## src/rtl/rf_wb_scheduler_if.sv

```systemverilog
// Bundles the issue, hazard-query, two writeback sources and RF write port of rf_wb_scheduler.
// The master side is decode/EX/LSU; the slave side is the scheduler.
interface rf_wb_scheduler_if #(
  parameter int XLEN = 32
);
  logic            issue_valid_i;
  logic [4:0]      issue_rd_i;
  logic            issue_ready_o;
  logic [4:0]      rs1_addr_i;
  logic [4:0]      rs2_addr_i;
  logic            hazard_o;
  logic            wb0_valid_i;
  logic [4:0]      wb0_rd_i;
  logic [XLEN-1:0] wb0_data_i;
  logic            wb0_ready_o;
  logic            wb1_valid_i;
  logic [4:0]      wb1_rd_i;
  logic [XLEN-1:0] wb1_data_i;
  logic            wb1_ready_o;
  logic            rf_we_o;
  logic [4:0]      rf_waddr_o;
  logic [XLEN-1:0] rf_wdata_o;

  modport master (
    output issue_valid_i, issue_rd_i, rs1_addr_i, rs2_addr_i,
    output wb0_valid_i, wb0_rd_i, wb0_data_i,
    output wb1_valid_i, wb1_rd_i, wb1_data_i,
    input  issue_ready_o, hazard_o, wb0_ready_o, wb1_ready_o,
    input  rf_we_o, rf_waddr_o, rf_wdata_o
  );

  modport slave (
    input  issue_valid_i, issue_rd_i, rs1_addr_i, rs2_addr_i,
    input  wb0_valid_i, wb0_rd_i, wb0_data_i,
    input  wb1_valid_i, wb1_rd_i, wb1_data_i,
    output issue_ready_o, hazard_o, wb0_ready_o, wb1_ready_o,
    output rf_we_o, rf_waddr_o, rf_wdata_o
  );
endinterface

```

## src/rtl/rf_wb_scheduler.sv

```systemverilog
// Round-robin arbiter of ALU/LSU writebacks onto the RF write port plus pending-write scoreboard.
// Grant in cycle N writes the RF in N+1; losers and WAW issues are held off via ready/issue_ready.
module rf_wb_scheduler #(
  parameter int XLEN = 32,
  parameter int NREG = 32
) (
  input  logic           clk_i,
  input  logic           rst_i,
  rf_wb_scheduler_if.slave bus
);
  logic [NREG-1:0] busy_q, busy_d;
  logic            last_grant_q, last_grant_d;
  logic            rf_we_q, rf_we_d;
  logic [4:0]      rf_waddr_q, rf_waddr_d;
  logic [XLEN-1:0] rf_wdata_q, rf_wdata_d;
  logic            gnt0, gnt1, issue_acc;

  // last_grant_q = 1 means src1 won most recently, so src0 wins the next contention.
  assign gnt0 = bus.wb0_valid_i & (~bus.wb1_valid_i | last_grant_q);
  assign gnt1 = bus.wb1_valid_i & (~bus.wb0_valid_i | ~last_grant_q);

  assign issue_acc         = bus.issue_valid_i & ~busy_q[bus.issue_rd_i];
  assign bus.issue_ready_o = issue_acc;
  assign bus.hazard_o      = busy_q[bus.rs1_addr_i] | busy_q[bus.rs2_addr_i];
  assign bus.wb0_ready_o   = gnt0;
  assign bus.wb1_ready_o   = gnt1;
  assign bus.rf_we_o       = rf_we_q;
  assign bus.rf_waddr_o    = rf_waddr_q;
  assign bus.rf_wdata_o    = rf_wdata_q;

  always_comb begin
    last_grant_d = last_grant_q;
    rf_we_d      = 1'b0;
    rf_waddr_d   = rf_waddr_q;
    rf_wdata_d   = rf_wdata_q;
    busy_d       = busy_q;

    if (gnt0) begin
      last_grant_d = 1'b0;
      rf_we_d      = (bus.wb0_rd_i != 5'd0);
      rf_waddr_d   = bus.wb0_rd_i;
      rf_wdata_d   = bus.wb0_data_i;
    end else if (gnt1) begin
      last_grant_d = 1'b1;
      rf_we_d      = (bus.wb1_rd_i != 5'd0);
      rf_waddr_d   = bus.wb1_rd_i;
      rf_wdata_d   = bus.wb1_data_i;
    end

    // Clear on commit first so a same-cycle issue to the same register keeps it busy.
    if (rf_we_q) begin
      busy_d[rf_waddr_q] = 1'b0;
    end
    if (issue_acc) begin
      busy_d[bus.issue_rd_i] = 1'b1;
    end
    busy_d[0] = 1'b0;
  end

  always_ff @(posedge clk_i) begin
    if (rst_i) begin
      busy_q       <= '0;
      last_grant_q <= 1'b1;
      rf_we_q      <= 1'b0;
      rf_waddr_q   <= '0;
      rf_wdata_q   <= '0;
    end else begin
      busy_q       <= busy_d;
      last_grant_q <= last_grant_d;
      rf_we_q      <= rf_we_d;
      rf_waddr_q   <= rf_waddr_d;
      rf_wdata_q   <= rf_wdata_d;
    end
  end
endmodule

```

## src/flat_wrapper.sv

```systemverilog
// flat-port wrapper written by rule: the top's interface ports become plain ports
module rf_wb_scheduler_flat 
#(
  parameter int XLEN = 32,
  parameter int NREG = 32
)
  (clk_i, rst_i, bus_issue_valid_i, bus_issue_rd_i, bus_rs1_addr_i, bus_rs2_addr_i, bus_wb0_valid_i, bus_wb0_rd_i, bus_wb0_data_i, bus_wb1_valid_i, bus_wb1_rd_i, bus_wb1_data_i, bus_issue_ready_o, bus_hazard_o, bus_wb0_ready_o, bus_wb1_ready_o, bus_rf_we_o, bus_rf_waddr_o, bus_rf_wdata_o);
  rf_wb_scheduler_if #(.XLEN(XLEN)) bus_i ();
  input  logic clk_i;
  input  logic rst_i;
  input wire logic [$bits(bus_i.issue_valid_i)-1:0] bus_issue_valid_i;
  input wire logic [$bits(bus_i.issue_rd_i)-1:0] bus_issue_rd_i;
  input wire logic [$bits(bus_i.rs1_addr_i)-1:0] bus_rs1_addr_i;
  input wire logic [$bits(bus_i.rs2_addr_i)-1:0] bus_rs2_addr_i;
  input wire logic [$bits(bus_i.wb0_valid_i)-1:0] bus_wb0_valid_i;
  input wire logic [$bits(bus_i.wb0_rd_i)-1:0] bus_wb0_rd_i;
  input wire logic [$bits(bus_i.wb0_data_i)-1:0] bus_wb0_data_i;
  input wire logic [$bits(bus_i.wb1_valid_i)-1:0] bus_wb1_valid_i;
  input wire logic [$bits(bus_i.wb1_rd_i)-1:0] bus_wb1_rd_i;
  input wire logic [$bits(bus_i.wb1_data_i)-1:0] bus_wb1_data_i;
  output wire logic [$bits(bus_i.issue_ready_o)-1:0] bus_issue_ready_o;
  output wire logic [$bits(bus_i.hazard_o)-1:0] bus_hazard_o;
  output wire logic [$bits(bus_i.wb0_ready_o)-1:0] bus_wb0_ready_o;
  output wire logic [$bits(bus_i.wb1_ready_o)-1:0] bus_wb1_ready_o;
  output wire logic [$bits(bus_i.rf_we_o)-1:0] bus_rf_we_o;
  output wire logic [$bits(bus_i.rf_waddr_o)-1:0] bus_rf_waddr_o;
  output wire logic [$bits(bus_i.rf_wdata_o)-1:0] bus_rf_wdata_o;
  assign bus_i.issue_valid_i = bus_issue_valid_i;
  assign bus_i.issue_rd_i = bus_issue_rd_i;
  assign bus_i.rs1_addr_i = bus_rs1_addr_i;
  assign bus_i.rs2_addr_i = bus_rs2_addr_i;
  assign bus_i.wb0_valid_i = bus_wb0_valid_i;
  assign bus_i.wb0_rd_i = bus_wb0_rd_i;
  assign bus_i.wb0_data_i = bus_wb0_data_i;
  assign bus_i.wb1_valid_i = bus_wb1_valid_i;
  assign bus_i.wb1_rd_i = bus_wb1_rd_i;
  assign bus_i.wb1_data_i = bus_wb1_data_i;
  assign bus_issue_ready_o = bus_i.issue_ready_o;
  assign bus_hazard_o = bus_i.hazard_o;
  assign bus_wb0_ready_o = bus_i.wb0_ready_o;
  assign bus_wb1_ready_o = bus_i.wb1_ready_o;
  assign bus_rf_we_o = bus_i.rf_we_o;
  assign bus_rf_waddr_o = bus_i.rf_waddr_o;
  assign bus_rf_wdata_o = bus_i.rf_wdata_o;
  rf_wb_scheduler #(.XLEN(XLEN), .NREG(NREG)) u_core (.clk_i(clk_i), .rst_i(rst_i), .bus(bus_i));
endmodule
```

## config.mk

```make
export PLATFORM = sky130hd
export DESIGN_NAME = rf_wb_scheduler_flat
export DESIGN_NICKNAME = d
export VERILOG_FILES = /design/src/rtl/rf_wb_scheduler_if.sv /design/src/rtl/rf_wb_scheduler.sv /design/src/flat_wrapper.sv
export SDC_FILE = /design/constraint.sdc
export NUM_CORES = 1
export LEC_CHECK = 0
export ABC_AREA = 1
export CAP_MARGIN = 5
export CORE_ASPECT_RATIO = 1.2
export CORE_UTILIZATION = 35
export CTS_CLUSTER_SIZE = 24
export DETAILED_ROUTE_END_ITERATION = 8
export GPL_ROUTABILITY_DRIVEN = 0
export GPL_TIMING_DRIVEN = 1
export PLACE_DENSITY = 0.63
export SLEW_MARGIN = 20
export SYNTH_ARGS = -nofsm -noshare
export SYNTH_HDL_FRONTEND = slang
export SYNTH_SLANG_ARGS = --single-unit
```

## constraint.sdc

```tcl
create_clock -name clk_i -period 1.3 [get_ports clk_i]
set_input_delay 0.13 -clock clk_i [delete_from_list [all_inputs] [get_ports clk_i]]
set_output_delay 0.13 -clock clk_i [all_outputs]
set_load 0.01 [all_outputs]
```

==> impl_summary.md <==
Clocking
Clock-pin slew was measured on the worst setup and hold paths at 60 ps. The deepest level of the CTS H-tree is 3. The maximum buffer depth of the clock tree is 2. The clock tree from TritonCTS is done.

The clock tree root buffer cell is clkbuf_16. Clock tree synthesis found a total of 70 sinks. The CTS buffer count is 9. The clock latency of the later-clocked register in the worst-skew pair is 330 ps.

Power and ir drop
Per report_power, the clock group accounts for 43.3% of the total. The analysis attributes to net switching a power of 1.67 mW. Of the total power, the share spent switching nets is 25.7%. Dividing total power by cell area gives a power density of 993 nW/um^2.

In this run, the combinational gates consume 21.0% of the power. In this run the static leakage power is 2.71 nW. The worst-case IR drop observed on VDD is 0.769 mV. The internal portion of total power is 4.85 mW. The sequential share of power is 35.7%.

Critical path
The setup path with the least slack is of type register to output pin. STA puts the critical path data required time at 1170 ps. The kind of end point of the critical path is an output pin. The peak fanout along the critical path is 4. STA puts the critical path data arrival time at 1500 ps.

The startpoint kind of the worst setup timing path is a register.

GRT
The number of antenna violations at the first check in global routing came to 0. After global routing the overflow that remains totals 0. In the global route stage, overall resource usage came out at 26.0%. The via count of the first global-routing pass came to 5136. The first-pass GRT wire length is 24.6 mm. The maximum number of pins on one net before global-route repair is 32.

Synth
The gate count after technology mapping is 637. The synthesized netlist devotes 0% of its cell area to adder and majority cells. Averaged over all synthesized cells, the footprint is 6.38 um^2. The multiplexer fraction of the synthesized cell area is 0%.

The sequential fraction of the synthesis area is 34.5%. The most used flip-flop cell after synthesis is dfxtp_1. For this run, the number of Yosys warnings is 0. The fraction of the mapped netlist area in simple logic gates is 33.7%.

The proportion of register bits with asynchronous set or reset after synthesis is 0%. The main combinational cell family by area after synthesis is simple AND/OR/NAND/NOR gates. The synthesized-area fraction occupied by xor and xnor cells is 0%.

In this run, synthesis produced a sequential element count of 70. The count of flip-flops with a built-in enable after synthesis is 0. The number of different library cells used by synthesis comes to 30. The cell area that synthesis handed to floorplanning was 4060 um^2. The post-synthesis net count is 731. The complex-gate fraction of the synthesized area is 22.1%.

STA
The worst clock skew on the final layout is 8.09 ps. Setup violations remaining at the end of the flow were counted as 33. Setup repair after global routing could not meet its margin everywhere. The remaining max-slew budget at the tightest pin is 70.2%.

The slew at the pin with the worst max-slew slack is 446 ps. In the post-route analysis, the smallest setup slack over all paths is -329 ps. The final number of max-transition violations is 0. The total count of hold-check failures in the final report came to 0.

The final critical-path share of the clock period is 125%. Derived from the worst setup path, the maximum achievable clock frequency is 614 MHz. The smallest clock period supported by the final layout is computed as 1630 ps.

Status
The flow ran to the end, but the final reports show violations. The checks that failed: setup timing.

Final layout
Of the cells placed in the final design, the portion with a size suffix greater than 1 is 21.7%. The post-synthesis to final-layout area growth is 61.7%. In the layout the commonest cells are nand2_1 (172), clkdlybuf4s50_1 (82), nor2_1 (54). The final design area excluding fillers is 6570 um^2. The count of nets after finishing is 900. Leaving out fill and tap cells, the most frequent cell in the layout is nand2_1.

0 antenna diodes ended up in the layout. The number of cells in the finished layout apart from fillers is 965.

Routing
The routed layout has 5170 vias. In the final routed layout, each cell accounts on average for 16.2 um. The number of antenna-violating nets in the routed design is 0. The via count normalized by instance count is 5.36. The number of design-rule violations left by the first detailed-router iteration is 272. The detailed-route wire length is 15.6 mm. The first detailed-routing pass took 7 iterations. The number of remaining DRC errors is 0.

Floorplan
For this design the top-level I/O count stands at 136. The total number of placement rows is 42. The x dimension of the die is 100 um. The area of the core region is 11200 um^2. The die is 120 um tall.

The initial utilization of the core area, before any placement, comes to 36.3%. The die area is 12000 um^2.

Job
The total of max-cap violations is 0.

Place
The number of instances in the placed design is 942. The placement-stage cell area is 5900 um^2. The total of buffers placed on input and output ports is 135.

After legalization and detailed placement, the total HPWL measured 11.3 mm.

Worst hold path
The path class of the tightest hold or removal check is primary input to register.
==> final timing paths <==
kind	startpoint	slack [ps]	end	cells past startpoint
worst max-delay path	u_core.busy_q[14]	-330	bus_hazard_o	8
worst min-delay path	rst_i	220	u_core.bus.rf_waddr_o[1]	2
worst max register to register	u_core.busy_q[4]	-210	u_core.busy_q[19]	11
worst min register to register	u_core.bus.rf_wdata_o[21]	460	u_core.bus.rf_wdata_o[21]	2
==> critical path, stage by stage (launching register included) <==
cell     delay [ps]
dfxtp_4         360
or2_2           300
nand3_2          70
nand3_2          80
nand3_2          70
nand2_1          60
nand2_1          60
nand2_1          40
buf_2           130
==> through the flow <==
stage | setup slack (ps) | util (%) | hold slack, ps | setup TNS [ps] | total power, mW
2_1_floorplan | 39.3 | - | 280 | 0 | 2.91
3_3_place_gp | -917 | 52.7 | 458 | -30460 | 3.69
3_5_place_dp | -915 | 52.7 | 464 | -32080 | 3.70
4_1_cts | -362 | 56.7 | 220 | -1380 | 6.50
5_1_grt | -446 | 58.7 | 229 | -8970 | 6.80
6_report | -329 | 58.7 | 224 | -5820 | 6.53
==> timing repair <==
item,4_1_cts,5_1_grt
setup endpoints to repair,79,68
pin swaps,39,21
resized for setup,129,58
setup buffers,3,1
cloned,0,3
hold buffers,0,0
==> Yosys cell counts (6+ instances only) <==
cell type	n	share of area, %
nand2_1	185	17
nor3_1	8	0.99
a21oi_1	50	6.2
o21ai_0	59	7.3
buf_2	8	0.99
nor2_1	55	5.1
nand4_1	31	4.8
nand3_1	32	3.9
inv_1	41	3.8
o211ai_1	6	1.1
a31oi_1	33	5.1
dfxtp_1	70	34
clkbuf_1	21	1.9
==> registers in the layout (all words and copies together) (netlist names) <==
| name | cells |
|---|---|
| u_core.bus.rf_waddr_o | 5 |
| u_core.bus.rf_we_o | 1 |
| u_core.last_grant_q | 1 |
| u_core.bus.rf_wdata_o | 32 |
| u_core.busy_q | 31 |
==> power by group through the flow <==
stage          combinational (mW)  clock (mW)  sequential, mW
3_5_place_dp                 1.32           0            2.38
6_report                     1.37        2.83            2.33
3_3_place_gp                 1.31           0            2.38
4_1_cts                      1.29        2.88            2.33
2_1_floorplan               0.500           0            2.41
5_1_grt                      1.48        2.98            2.34
==> cells by family after synthesis <==
family | Yosys count
buf+inv | 86
compound gates | 162
simple gates | 319
flops | 70
==> area by class of cell <==
class                      count  area (um^2)
clock buffer                  10          239
clock inverter                 6          109
fill                        1068         4620
inverter                      48          185
multi-input combinational    481         2450
sequential                    70         1450
tap                          154          193
timing repair buffer         196         1940
==> per-layer routing <==
metal / vias to the layer above / share of wire, % / global-route usage, % / wire, um
li1: 2508 / - / - / -
met1: 2343 / 37 / 27.7 / 5770
met2: 262 / 48 / 45.2 / 7470
met3: 57 / 11 / 8.97 / 1650
met4: 0 / 4.6 / 13.2 / 719
met5: - / 0 / 0 / 0
Power figures use the tool's default switching activity.
